File: src/rtl/stage_if_if.sv
// stage_if_if: bundle of the fetch-stage bus signals.
//   ram_*         instruction RAM request/response (in-order responses)
//   branch_*      redirect request from later pipeline stages
//   id_*          head-of-queue handoff to the decode stage
// The fetch stage uses the master modport; the RAM/decode side uses slave.
interface stage_if_if #(
  parameter int ADDR_W = 32,
  parameter int DATA_W = 32
);
  logic              ram_ce;
  logic [ADDR_W-1:0] ram_addr;
  logic              ram_rvalid;
  logic [DATA_W-1:0] ram_data;
  logic              branch_en;
  logic [ADDR_W-1:0] branch_target;
  logic              id_valid;
  logic              id_ready;
  logic [ADDR_W-1:0] id_pc;
  logic [DATA_W-1:0] id_inst;

  modport master (
    output ram_ce, ram_addr, id_valid, id_pc, id_inst,
    input  ram_rvalid, ram_data, branch_en, branch_target, id_ready
  );

  modport slave (
    input  ram_ce, ram_addr, id_valid, id_pc, id_inst,
    output ram_rvalid, ram_data, branch_en, branch_target, id_ready
  );
endinterface

File: src/rtl/stage_if.sv
// stage_if: instruction fetch stage with a DEPTH-slot fetch queue.
// Requests are issued to an in-order RAM, responses fill the queue, and the
// decode stage consumes from the head. A redirect empties the queue and
// remembers how many in-flight responses must be thrown away.
// Ports:
//   clk   rising-edge clock
//   rst   asynchronous reset, active high
//   bus   stage_if_if.master: ram_ce/ram_addr out, ram_rvalid/ram_data in,
//         branch_en/branch_target in, id_valid/id_pc/id_inst out, id_ready in
module stage_if #(
  parameter int                ADDR_W   = 32,
  parameter int                DATA_W   = 32,
  parameter int                DEPTH    = 4,
  parameter logic [ADDR_W-1:0] RESET_PC = '0
) (
  input  logic       clk,
  input  logic       rst,
  stage_if_if.master bus
);
  localparam int IDX_W = $clog2(DEPTH);
  localparam int PTR_W = IDX_W + 1;
  localparam logic [PTR_W:0] DEPTH_X = (PTR_W + 1)'(DEPTH);

  logic [ADDR_W-1:0] pc_q, pc_d;
  logic [PTR_W-1:0]  head_q, head_d;
  logic [PTR_W-1:0]  fill_q, fill_d;
  logic [PTR_W-1:0]  alloc_q, alloc_d;
  logic [PTR_W-1:0]  drop_q, drop_d;
  logic [ADDR_W-1:0] slot_pc_q [DEPTH];
  logic [ADDR_W-1:0] slot_pc_d [DEPTH];
  logic [DATA_W-1:0] slot_inst_q [DEPTH];
  logic [DATA_W-1:0] slot_inst_d [DEPTH];

  logic [PTR_W-1:0] used;
  logic [PTR_W-1:0] outstanding;
  logic [PTR_W:0]   occupancy;
  logic             issue;
  logic             resp_drop;
  logic             resp_take;
  logic             head_valid;
  logic             consume;

  assign used        = alloc_q - head_q;
  assign outstanding = alloc_q - fill_q;
  // Stale responses still owed occupy queue budget: the RAM will deliver
  // them before any new request, so they count against capacity.
  assign occupancy   = {1'b0, used} + {1'b0, drop_q};

  assign issue      = !rst && !bus.branch_en && (occupancy < DEPTH_X);
  assign resp_drop  = bus.ram_rvalid && (drop_q != '0);
  assign resp_take  = bus.ram_rvalid && !bus.branch_en && (drop_q == '0) &&
                      (outstanding != '0);
  assign head_valid = (head_q != fill_q);
  assign consume    = head_valid && bus.id_ready && !bus.branch_en;

  assign bus.ram_ce   = issue;
  assign bus.ram_addr = issue ? pc_q : '0;
  assign bus.id_valid = head_valid;
  assign bus.id_pc    = head_valid ? slot_pc_q[head_q[IDX_W-1:0]] : '0;
  assign bus.id_inst  = head_valid ? slot_inst_q[head_q[IDX_W-1:0]] : '0;

  always_comb begin
    pc_d        = pc_q;
    head_d      = head_q;
    fill_d      = fill_q;
    alloc_d     = alloc_q;
    drop_d      = drop_q;
    slot_pc_d   = slot_pc_q;
    slot_inst_d = slot_inst_q;

    if (bus.branch_en) begin
      pc_d   = bus.branch_target;
      head_d = alloc_q;
      fill_d = alloc_q;
      // Everything in flight becomes stale. A response arriving right now is
      // one of those and is discarded here; a response nobody asked for
      // (nothing owed, nothing outstanding) must not underflow the count.
      if (bus.ram_rvalid && ((drop_q != '0) || (outstanding != '0))) begin
        drop_d = drop_q + outstanding - PTR_W'(1);
      end else begin
        drop_d = drop_q + outstanding;
      end
    end else begin
      if (issue) begin
        slot_pc_d[alloc_q[IDX_W-1:0]] = pc_q;
        alloc_d = alloc_q + PTR_W'(1);
        pc_d    = pc_q + ADDR_W'(4);
      end
      if (resp_drop) begin
        drop_d = drop_q - PTR_W'(1);
      end else if (resp_take) begin
        slot_inst_d[fill_q[IDX_W-1:0]] = bus.ram_data;
        fill_d = fill_q + PTR_W'(1);
      end
      if (consume) begin
        head_d = head_q + PTR_W'(1);
      end
    end
  end

  always_ff @(posedge clk or posedge rst) begin
    if (rst) begin
      pc_q    <= RESET_PC;
      head_q  <= '0;
      fill_q  <= '0;
      alloc_q <= '0;
      drop_q  <= '0;
      for (int i = 0; i < DEPTH; i++) begin
        slot_pc_q[i]   <= '0;
        slot_inst_q[i] <= '0;
      end
    end else begin
      pc_q        <= pc_d;
      head_q      <= head_d;
      fill_q      <= fill_d;
      alloc_q     <= alloc_d;
      drop_q      <= drop_d;
      slot_pc_q   <= slot_pc_d;
      slot_inst_q <= slot_inst_d;
    end
  end
endmodule

File: src/flat_wrapper.sv
// flat-port wrapper written by rule: the top's interface ports become plain ports
module stage_if_flat 
#(
  parameter int                ADDR_W   = 32,
  parameter int                DATA_W   = 32,
  parameter int                DEPTH    = 4,
  parameter logic [ADDR_W-1:0] RESET_PC = '0
)
  (clk, rst, bus_ram_ce, bus_ram_addr, bus_id_valid, bus_id_pc, bus_id_inst, bus_ram_rvalid, bus_ram_data, bus_branch_en, bus_branch_target, bus_id_ready);
  stage_if_if #(.ADDR_W(ADDR_W), .DATA_W(DATA_W)) bus_i ();
  input  logic clk;
  input  logic rst;
  output wire logic [$bits(bus_i.ram_ce)-1:0] bus_ram_ce;
  output wire logic [$bits(bus_i.ram_addr)-1:0] bus_ram_addr;
  output wire logic [$bits(bus_i.id_valid)-1:0] bus_id_valid;
  output wire logic [$bits(bus_i.id_pc)-1:0] bus_id_pc;
  output wire logic [$bits(bus_i.id_inst)-1:0] bus_id_inst;
  input wire logic [$bits(bus_i.ram_rvalid)-1:0] bus_ram_rvalid;
  input wire logic [$bits(bus_i.ram_data)-1:0] bus_ram_data;
  input wire logic [$bits(bus_i.branch_en)-1:0] bus_branch_en;
  input wire logic [$bits(bus_i.branch_target)-1:0] bus_branch_target;
  input wire logic [$bits(bus_i.id_ready)-1:0] bus_id_ready;
  assign bus_ram_ce = bus_i.ram_ce;
  assign bus_ram_addr = bus_i.ram_addr;
  assign bus_id_valid = bus_i.id_valid;
  assign bus_id_pc = bus_i.id_pc;
  assign bus_id_inst = bus_i.id_inst;
  assign bus_i.ram_rvalid = bus_ram_rvalid;
  assign bus_i.ram_data = bus_ram_data;
  assign bus_i.branch_en = bus_branch_en;
  assign bus_i.branch_target = bus_branch_target;
  assign bus_i.id_ready = bus_id_ready;
  stage_if #(.ADDR_W(ADDR_W), .DATA_W(DATA_W), .DEPTH(DEPTH), .RESET_PC(RESET_PC)) u_core (.clk(clk), .rst(rst), .bus(bus_i));
endmodule
File: config.mk
export PLATFORM = sky130hd
export DESIGN_NAME = stage_if_flat
export DESIGN_NICKNAME = d
export VERILOG_FILES = /design/src/rtl/stage_if_if.sv /design/src/rtl/stage_if.sv /design/src/flat_wrapper.sv
export SDC_FILE = /design/constraint.sdc
export NUM_CORES = 1
export LEC_CHECK = 0
export CAP_MARGIN = 0
export CORE_ASPECT_RATIO = 0.75
export CORE_MARGIN = 5
export CORE_UTILIZATION = 45
export DETAILED_ROUTE_END_ITERATION = 8
export GPL_ROUTABILITY_DRIVEN = 0
export PLACE_DENSITY = 0.73
export SYNTH_ARGS = -nofsm -noshare
export SYNTH_HDL_FRONTEND = slang
export SYNTH_SLANG_ARGS = --single-unit
File: constraint.sdc
create_clock -name clk -period 12.8 [get_ports clk]
set_clock_uncertainty 0.1 [all_clocks]
set_input_delay 2.56 -clock clk [delete_from_list [all_inputs] [get_ports clk]]
set_output_delay 2.56 -clock clk [all_outputs]
set_load 0.01 [all_outputs]
Word-level counts from Yosys, hierarchy flattened
Index checks and enable logic that the tools add are counted.

Output and inout bits: 98. Word-level logic and storage cells: 85. Flip-flop bits (word level): 300. Input port bits: 69.

$lt $le $gt $ge: 6. Reductions and logical operators: 24. Add/subtract/negate cells: 10. Mux-type cells: 25. Equality and inequality tests: 2. Bitwise operators: 5.

Operators with widths (number): two-way mux 32 bit (11); bitwise mux 128 bit (2); binary-select mux 32 bit (select 2 bit) (2); demux 32 bit (select 2 bit) (2); adder 32 x 3 -> 32 bit (second input constant) (1); two-way mux 3 bit (8); logical AND 1 bit (11); adder 3 x 1 -> 3 bit (second input constant) (3); >= comparator 3 bit (second input constant) (3); inverter 2 -> 3 bit (3); nonzero test 2 bit (4); less-than comparator 3 x 1 -> 1 bit (second input constant) (2); nonzero test 3 bit (2); subtractor 3 x 1 -> 3 bit (second input constant) (2); subtractor 3 bit (2); adder 3 x 3 -> 4 bit (1); less-than comparator 4 x 3 -> 1 bit (second input constant) (1); AND reduction 2 bit (2); adder 3 bit (1); zero test 3 bit (1); != test 3 bit (1); AND reduction 3 bit (1); zero test 1 bit (2); != test 2 bit (second input constant) (1); 2 further kinds (3).

Longest topological paths before layout
Gate-level depths: netlist of the first run.

Depth in word-level cells: 7. Mapped depth: 14. Gate-level depth less buffers: 12.

Least setup slack after synthesis of the first run
No wires, ideal clock.

Kind: input-to-output. Start point: in rst. End point: out bus_ram_addr[24]. Setup slack: 6.019 ns. Arrival: 4.121 ns. Buffers on the path: 2. Data required time: 10.140 ns. Stages on the path: 5. Cells stage by stage: or4_1 nor3_2 buf_2 buf_1 and2_1.

Longest elaborated chain between the ends: 4.

RTL lines: start, declared (line flat_wrapper.sv:12) `input logic rst;`; zero test 1 bit (line stage_if.sv:49) `assign issue = !rst && !bus.branch_en && (occupancy < DEPTH_X);`; logical AND 1 bit (2 in series) (line stage_if.sv:49); via bus_ram_ce (line flat_wrapper.sv:13) `output wire logic [$bits(bus_i.ram_ce)-1:0] bus_ram_ce;`; two-way mux 32 bit (line stage_if.sv:57) `assign bus.ram_addr = issue ? pc_q : '0;`; end, declared (line flat_wrapper.sv:14) `output wire logic [$bits(bus_i.ram_addr)-1:0] bus_ram_addr;`.

The timed path passes the listed nets, and every way through them passes these cells.

Final worst setup path of the first run
Start point: in rst. End point: out bus_ram_addr[25].

Longest elaborated chain between the ends: 4.

RTL lines (line): zero test 1 bit (stage_if.sv:49); logical AND 1 bit (2 in series) (stage_if.sv:49); two-way mux 32 bit (stage_if.sv:57).

No other way between the ends.

==> results of run 1 <==
==> layout by cell type (no fill, tap or decap), drive strengths merged, types with 2 or more instances in the layout <==
cell / instances
nor4: 5
a311oi: 2
inv: 19
nor2: 12
clkinvlp: 2
or3: 3
nor2b: 66
and3: 5
a211oi: 3
xor2: 27
and4: 2
clkdlybuf4s50: 165
buf: 16
a31oi: 3
xnor2: 12
nand2b: 2
dfrtp: 300
mux2i: 2
o21ai: 38
and2: 32
mux2: 253
a31o: 3
clkinv: 10
a21oi: 6
nand4: 21
clkbuf: 40
nand3: 10
mux4: 64
fa: 3
bufinv: 4
nor3: 7
ha: 18
nand2: 51
==> path summary, 6_finish.rpt <==
kind,cells after the start,endpoint
setup reg to reg,12,u_core.slot_pc_q[42]$_DFFE_PP0P_
hold / removal,2,u_core.slot_pc_q[13]$_DFFE_PP0P_
max in group asynchronous,3,u_core.slot_inst_q[100]$_DFFE_PP0P_
setup / recovery,6,bus_ram_addr[25]
min in group asynchronous,2,u_core.pc_q[15]$_DFFE_PP0P_
hold reg to reg,2,u_core.slot_pc_q[13]$_DFFE_PP0P_
==> registers in the layout, summed over array words and instances (netlist names) <==
register	flops
u_core.slot_inst_q	128
u_core.slot_pc_q	128
u_core.fill_q	3
u_core.alloc_q	3
u_core.pc_q	32
u_core.drop_q	3
u_core.head_q	3
==> per-stage QoR <==
stage          hold slack [ns]  instance area (µm²)  util, %  cells
3_5_place_dp             0.369                16400     52.2   1562
3_3_place_gp             0.358                16400     52.2   1562
5_1_grt                  0.407                17400     55.4   1618
4_1_cts                  0.383                17400     55.4   1618
2_1_floorplan            0.345                14400        -   1050
6_report                 0.378                17400     55.4   1618
==> critical path, cell delays in order <==
cell	delay, ns
clkdlybuf4s50_1	0.50
or4_1	0.66
nor3_4	0.19
buf_4	0.40
and2_1	0.21
clkdlybuf4s50_1	0.54
==> where the power goes <==
part | total [mW] | leakage, nW | internal, mW | switching [mW]
clock | 0.907 | 0.501 | 0.536 | 0.371
sequential | 1.55 | 3.91 | 1.31 | 0.238
combinational | 1.80 | 3.43 | 1.04 | 0.761
total | 4.25 | 7.84 | 2.88 | 1.37
==> layout make-up <==
class,count,share of cell area [%]
well taps,406,2.91
repair buffers,181,10.2
inverters,19,0.452
flip-flops and latches,300,43.1
clock inverters,16,1.08
multi-input cells,656,37.5
clock buffers,40,4.76
==> routing by layer <==
metal	up-vias	global-route usage [%]
li1	4032	-
met1	4705	26.9
met2	199	30.6
met3	48	3.57
met4	2	4.28
met5	-	0
==> kinds of logic after synthesis <==
kind of cell | after synthesis | share of synthesized area, %
xor+xnor | 40 | 2.54
fa+ha+maj | 21 | 1.98
compound gates | 56 | 2.31
buf+inv | 94 | 2.66
mux | 319 | 29.9
flops | 300 | 52.1
simple gates | 220 | 8.52
==> metrics.txt, run 1 <==
clk slew on worst S/H paths=0.06 ns; Worst Setup SP=rst; kind of critical path=in -> out; chip width=217 µm; htree depth=1; Ports=167; DR vias=8986; sequential share of the synthesized area=52.1%; ant diodes=0; warnings from Yosys=0; antenna viol nets, final=0; clk_lat worst skew=0.56 ns; RSZ-0062 raised after global routing=false; Final setup viols=0; cells after synthesis=1050; DP HPWL=20700 µm; RR Startpoint=u_core.head_q[1]$_DFFE_PP0P_; first-pass GRT wire length=54500 µm; sequential cell area=7510 µm²; largest cells by area after synthesis=dfrtp_1 (52%), mux2_2 (20%), mux4_2 (10%), nor2b_1 (2.9%), xor2_1 (1.6%); met2 WL=15800 µm; multi-input logic area=6540 µm²; Max transition margin=28.1%; Reg2Reg Setup Slack=7.47 ns; core area=31500 µm²; Top Layer Used=met5; Synth Flop Type=dfrtp_1; Setup TNS=0 ns; Crit path required time=10.14 ns; critical path arrival=5.08 ns; Pleak=7.84 nW; worst hold-check path type=reg -> reg; peak supply drop=148 µV; Die Area=35700 µm²; Layout Nets=1279; Tot Pwr=4.25 mW; initial antenna violation count=1; unique cell type count in the Yosys netlist=42; CTS Root Cell=clkbuf_16; Synth area leader=dfrtp_1; post-synthesis async set-or-reset flop share=100%; clk sinks=300; Buffers on Ports=166; CTS tree=built; total track usage=18.9%; largest net degree at the start of global routing=153; drt wl/cell=20.3 µm; syn_area_per_cell=13.7 µm²; CTS Hold Bufs=0; flops & latches, synth=300; syn_nets=1140; Slew Limit Fails=0; Synth top area share=52.1%; via density per instance=5.55; vias in the first global route=9765; fin crit period=7.74 ns; Max Clk Rate=129 MHz; Crit Path Max Fanout=40; commonest cells in the netlist=dfrtp_1 (300), mux2_2 (252), nor2b_1 (66), mux4_2 (64), nand2_1 (50); ratio of cells with drive above 1 in the final layout=32.5%; Tightest Pin Transition=1.08 ns; min-delay src=u_core.slot_pc_q[13]$_DFFE_PP0P_; CTS Buf Count=31; Final Hold Viols=0; mapped cell area=14400 µm²; Met1 Wirelength=14900 µm; PD cells=244 nW/µm²; Area Growth Syn to Fin=21.0%; total wire length=32900 µm; initial core utilization=45.8%; most frequent cell after synthesis=dfrtp_1; status=finished, final reports clean; post-CTS sizing=0; # rows=56; # DRC=0; Post-synth EDFFs=0; Max-cap violations=0; grt ovf=0; DR iter-0 viols=602; die height=165 µm; startpoint types=primary input; Final period util=60.4%; Place WS=5.09 ns; nature of the critical path endpoint=primary output; drt pass-1 iters=4; fill count=2590; CTS Buffer Depth=3; met3 WL=1480 µm; final setup margin=5.06 ns; total setup buffers inserted after CTS=0
Note: power is estimated with default switching activity, not from simulation.
==> run 2: changes to the inputs <==
clock period = 7.6 ns   (was 12.8 ns; I/O delays follow)
==> run 2 against run 1 <==
  * Register-to-register slack worse by 5.2 ns
  * Largest cell class unchanged
  * Sequential cell count unchanged
  * Combinational power is 67% higher
  * Critical path type is now reg -> out
  * Non-clock buffer count up 2
  * Routed wire length is 0.18% higher
  * Clock power increased by 60%
  * Design area fell by 0.22%
  * Cell count about the same
==> metrics.txt, run 2 (same netlist as run 1, synthesis figures left out) <==
status=finished, final reports clean (unchanged); htree depth=1 (unchanged); drt wl/cell=20.4 µm (was 20.3 µm); clk sinks=300 (unchanged); CTS Buf Count=30 (was 31); placed inst area=16400 µm² (about the same); CTS Root Cell=clkbuf_16 (unchanged); sequential cell area=7510 µm² (unchanged); slowest CP cell=nor3_4 (was or4_1); vias in the first global route=9623 (was 9765); fin crit period=6.57 ns; DP HPWL=20600 µm (was 20700 µm); multi-input logic area=6540 µm² (unchanged); commonest non-fill, non-tap cell in the layout=dfrtp_1 (unchanged); Crit Path Max Fanout=34 (was 40); total setup buffers inserted after CTS=0 (unchanged); ratio of cells with drive above 1 in the final layout=32.6% (was 32.5%); critical path arrival=4.95 ns (was 5.08 ns); worst hold-check path type=reg -> reg (unchanged); post-CTS sizing=0 (unchanged); Final period util=86.4%; Tightest Pin Transition=1.26 ns (was 1.08 ns); Area Growth Syn to Fin=20.8% (was 21.0%); core area=31500 µm² (unchanged); chip width=217 µm (unchanged); drt pass-1 iters=4 (unchanged); # rows=56 (unchanged); largest net degree at the start of global routing=166 (was 153); startpoint types=flip-flop (was primary input); Pleak=7.83 nW (was 7.84 nW); Max Clk Rate=152 MHz; RSZ-0062 raised after global routing=false (unchanged); M3 GR Usage=2.95% (was 3.57%); Layout Utilization=55.3% (was 55.4%); nature of the critical path endpoint=primary output (unchanged); Buffers on Ports=166 (unchanged); CTS tree=built (unchanged); via density per instance=5.51 (was 5.55); Crit path required time=5.98 ns (was 10.14 ns); ant diodes=0 (unchanged); # DRC=0 (unchanged); clk slew on worst S/H paths=0.06 ns (about the same); grt ovf=0 (unchanged); CTS Buffer Depth=3 (unchanged); worst path cell trace=ha_1 > inv_1 > fa_1 > xor2_1 > xnor2_1 > ha_1 > or4_1 > nor3_4 > and2_1 > clkdlybuf4s50_1 (was clkdlybuf4s50_1 > or4_1 > nor3_4 > buf_4 > and2_1 > clkdlybuf4s50_1); GRT met1 Usage=26.6% (was 26.9%); most frequent CP cell=ha_1 (was clkdlybuf4s50_1); PD cells=406 nW/µm² (was 244 nW/µm²); Setup TNS=0 ns (unchanged); Die Area=35700 µm² (unchanged); peak supply drop=208 µV (was 148 µV); Cell Count, Final, Fillers Out=1617 (was 1618); Slew Limit Fails=0 (unchanged); Max-cap violations=0 (unchanged); CTS Hold Bufs=0 (unchanged); Final setup viols=0 (unchanged); Tot Pwr=7.07 mW (was 4.25 mW); Layout Nets=1280 (was 1279); fill count=2591 (was 2590); Max transition margin=15.9% (was 28.1%); CP peak stage delay=1.03 ns (was 0.66 ns); Ports=167 (unchanged); Largest regs=u_core.slot_inst_q (128), u_core.slot_pc_q (128), u_core.pc_q (32) (unchanged); first-pass GRT wire length=53600 µm (was 54500 µm); layer with the highest usage=met2 (unchanged); Final Hold Viols=0 (unchanged); DR iter-0 viols=421 (was 602); placed cell count=1564 (was 1562); commonest non-fill, non-tap cells in the layout=dfrtp_1 (298), mux2_2 (252), clkdlybuf4s50_1 (165) (unchanged); initial antenna violation count=1 (unchanged); design area=17400 µm² (about the same); met2 Resource Use GR=30.6% (about the same); DR vias=8917 (was 8986); total wire length=32900 µm (about the same); clk_lat worst skew=0.56 ns (about the same); antenna viol nets, final=0 (unchanged); total track usage=18.6% (was 18.9%); die height=165 µm (unchanged); initial core utilization=45.8% (unchanged); kind of critical path=reg -> out (was in -> out)
==> run 2: cell types whose count changed in the layout (fill, tap and decap cells not counted), sizes merged <==
cell,change
clkbuf,+3
buf,+2
inv,-2
clkinv,-1
bufinv,-3
==> run 2: path summary, 6_finish.rpt <==
path                                                        from                                  to  slack (ns)  cells after the start
worst max-delay path                u_core.head_q[0]$_DFFE_PP0P_                    bus_ram_addr[23]        1.03                     10
worst min-delay path            u_core.slot_pc_q[30]$_DFFE_PP0P_    u_core.slot_pc_q[30]$_DFFE_PP0P_        0.38                      2
worst max register to register      u_core.head_q[0]$_DFFE_PP0P_    u_core.slot_pc_q[35]$_DFFE_PP0P_        2.26                     12
worst min register to register  u_core.slot_pc_q[30]$_DFFE_PP0P_    u_core.slot_pc_q[30]$_DFFE_PP0P_        0.38                      2
max in group asynchronous                                    rst  u_core.slot_inst_q[97]$_DFFE_PP0P_        4.35                      4
min in group asynchronous                                    rst       u_core.alloc_q[2]$_DFFE_PP0P_        1.53                      3
==> run 2: layout make-up <==
cell class | count | share of cell area (%)
Timing Repair Buffer | 183 | 10.3
Tap cell | 406 | 2.92
Clock buffer | 43 | 5.05
Clock inverter | 10 | 0.510
Inverter | 19 | 0.431
Multi-Input combinational cell | 656 | 37.6
Sequential cell | 300 | 43.2
==> run 2: critical path: cells and delay by family, from the launching register on <==
family | cells | cell delay [ns]
flip-flops | 1 | 0.76
adder cells (fa/ha/maj) | 3 | 0.86
AND/OR/NAND/NOR | 3 | 1.85
XOR/XNOR | 2 | 0.32
buffers and inverters | 2 | 0.60
==> run 2: report_power, final <==
group | total [mW] | internal (mW) | switching [mW]
sequential | 2.63 | 2.20 | 0.430
combinational | 3.00 | 1.75 | 1.25
clock | 1.45 | 0.834 | 0.612
total | 7.07 | 4.78 | 2.29
==> run 2: per-stage QoR <==
stage                     worst slack (ns)  hold slack [ns]
after floorplan                       1.99            0.345
after global placement                1.56            0.358
after detailed placement              1.46            0.368
after CTS                            0.942            0.389
after global routing                 0.728            0.404
final                                 1.03            0.383
==> run 2: layer usage <==
layer,vias to the layer above,routed length (µm)
met3,51,1300
met2,172,15600
met4,2,714
met5,-,7
met1,4648,15200
li1,4044,-
==> RTL change (settings of run 1) <==
`DEPTH` is set to 4 in 2 places; all go to 2.
--- a/src/rtl/stage_if.sv
+++ b/src/rtl/stage_if.sv
@@ -11,5 +11,5 @@
   parameter int                ADDR_W   = 32,
   parameter int                DATA_W   = 32,
-  parameter int                DEPTH    = 4,
+  parameter int                DEPTH    = 2,
   parameter logic [ADDR_W-1:0] RESET_PC = '0
 ) (
--- a/src/flat_wrapper.sv
+++ b/src/flat_wrapper.sv
@@ -4,5 +4,5 @@
   parameter int                ADDR_W   = 32,
   parameter int                DATA_W   = 32,
-  parameter int                DEPTH    = 4,
+  parameter int                DEPTH    = 2,
   parameter logic [ADDR_W-1:0] RESET_PC = '0
 )
Check against the original RTL: not equivalent (a bounded check fails within 4 cycles, from zero or initial values and one cycle with rst high).
==> RTL change against run 1 <==
  * Design area decreased by 37%
  * Die area decreased by 39%
  * Area after synthesis decreased by 41%
  * Routed wire length decreased by 38%
  * Power decreased by 32%
  * Largest power group unchanged
  * Critical endpoint is now bus_ram_addr[5]
  * Sequential cell count decreased by 132
  * Setup slack got worse by 0.13 ns
  * Via count decreased by 33%
==> RTL change: results (changes against run 1) <==
| Metric | Value |
|---|---|
| Iter 0 DRT Violations | 379 (-37%) |
| Met2 Track Usage GR | 30.0% (-0.65 points) |
| Internal | 0.00186 W (-35%) |
| Hold Path Origin | u_core.slot_inst_q[55]$_DFFE_PP0P_ |
| Clk pwr share | 18.6% (-2.7 points) |
| Vias in the first global route | 6305 (-35%) |
| DR WL met3 | 1020 um (-31%) |
| Placement Setup Slack | 4.93 ns (-0.151 ns) |
| Met2 wire length | 9120 um (-42%) |
| DR vias/cell | 5.33 (-4.1%) |
| Initial antenna violation count | 0 (-1) |
| Postcts setup bufs | 0 (unchanged) |
| Top layer in use | met4 |
| Hold EP | u_core.slot_inst_q[55]$_DFFE_PP0P_ |
| Leakage | 4.72 nW (-40%) |
| Fill cells | 1496 (-42%) |
| Clock buffer depth | 2 (-1) |
| Fraction of the yosys area taken by sequential cells | 49.7% (-2.4 points) |
| Final worst path period share | 61.4% (+0.98 points) |
| Synthesized Nets | 806 (-29%) |
| Grt met1 use | 28.0% (+1.1 points) |
| Metal-1 WL | 10100 um (-32%) |
| Proportion of layout cells with a drive suffix above 1 | 21.2% (-11 points) |
| Detailed placement HPWL | 14000 um (-33%) |
| Top flop regs | u_core.slot_inst_q (64), u_core.slot_pc_q (64), u_core.pc_q (32) |
| Maximum fanout along the worst path | 18 (-55%) |
| H-Tree Depth | 4 (+3) |
| Top post-synthesis cells by count | 168 x dfrtp_1, 131 x mux2_2, 83 x nor2_1, 66 x mux2i_1, 38 x nand2_1 |
| Cell variety after synth | 52 (+24%) |
| Met3 global-route usage | 4.36% (+0.79 points) |
| CP arrival | 5.20 ns (+0.12 ns) |
| Fin nets | 950 (-26%) |
| Status | finished clean |
| CTS buffer count | 17 (-45%) |
| Clock Latency Late Sink | 0.42 ns (-0.14 ns) |
| Register area | 4210 sq um (-44%) |
| CP max stage delay | 0.86 ns (+0.20 ns) |
| Power share of the combinational group | 50.1% (+7.8 points) |
| Worst vdd ir | 0.142 mV (-4.4%) |
| Largest net degree at the start of global routing | 89 (-42%) |
| R2R Path End | u_core.slot_pc_q[16]$_DFFE_PP0P_ |
| Post-DP Area | 10300 sq um (-37%) |
| Slew @ Worst Pin | 1.26 ns (+0.183 ns) |
| R2R Path Start | u_core.head_q[0]$_DFFE_PP0P_ |
| First-pass GRT wire length | 33500 um (-38%) |
| Top cells by area, synth | dfrtp_1 50%, mux2_2 17%, mux2i_1 7.8%, nor2_1 3.7%, and2_1 2.3% |
| Reg clk slew, reported paths | 0.06 ns (about the same) |
| Critical path's slowest cell | nor3_2 |
| Total track usage | 19.4% (+0.52 points) |
| Reg2reg setup slack | 8.58 ns (+1.11 ns) |
## RTL change: cell types whose count changed in the layout (fill, tap and decap cells not counted), moves of 64 or more
cell,run 1,this run
nor2b_1,66,2
mux2i_1,2,66
mux2_2,252,131
dfrtp_1,298,167
mux4_2,64,0
nor2_1,12,82
## RTL change: logic make-up after synthesis
| family | Yosys count | synth area share [%] |
|---|---|---|
| buffers and inverters | 61 | 3.29 |
| XOR/XNOR | 23 | 2.56 |
| adder cells (fa/ha/maj) | 6 | 0.977 |
| AND/OR/NAND/NOR | 216 | 13.3 |
| flip-flops | 168 | 49.7 |
| multiplexers | 199 | 25.5 |
| AO/OA/AOI/OAI | 58 | 4.60 |
## RTL change: worst max path at each step
| stage | from | to | slack [ns] | depth (start not counted) |
|---|---|---|---|---|
| 3_3_place_gp | rst | bus_ram_addr[7] | 5.05 | 5 |
| 5_1_grt | rst | bus_ram_addr[6] | 4.81 | 5 |
| 6_report | rst | bus_ram_addr[5] | 4.94 | 5 |
| 2_1_floorplan | rst | u_core.alloc_q[0]$_DFFE_PP0P_ | 5.41 | 2 |
| 3_5_place_dp | rst | bus_ram_addr[3] | 4.93 | 5 |
| 4_1_cts | rst | bus_ram_addr[5] | 4.92 | 5 |
## RTL change: worst max-delay path: cells and delay by family
family                 cells  cell delay (ns)
buffers and inverters      3             1.60
and+or+nand+nor            2             1.03
## RTL change: per-stage QoR
stage               power [W]  hold slack [ns]  std cells
floorplan             0.00174            0.357        731
global placement      0.00235            0.378       1103
detailed placement    0.00238            0.392       1103
CTS                   0.00293            0.408       1135
global route          0.00309            0.416       1135
finish                0.00289            0.402       1135
## RTL change: cell type report
cell class	count	share of cell area (%)
sequential	168	38.6
multi-input combinational	502	36.7
timing repair buffer	175	15.8
clock buffer	18	3.94
tap	247	2.83
clock inverter	14	1.73
inverter	11	0.425
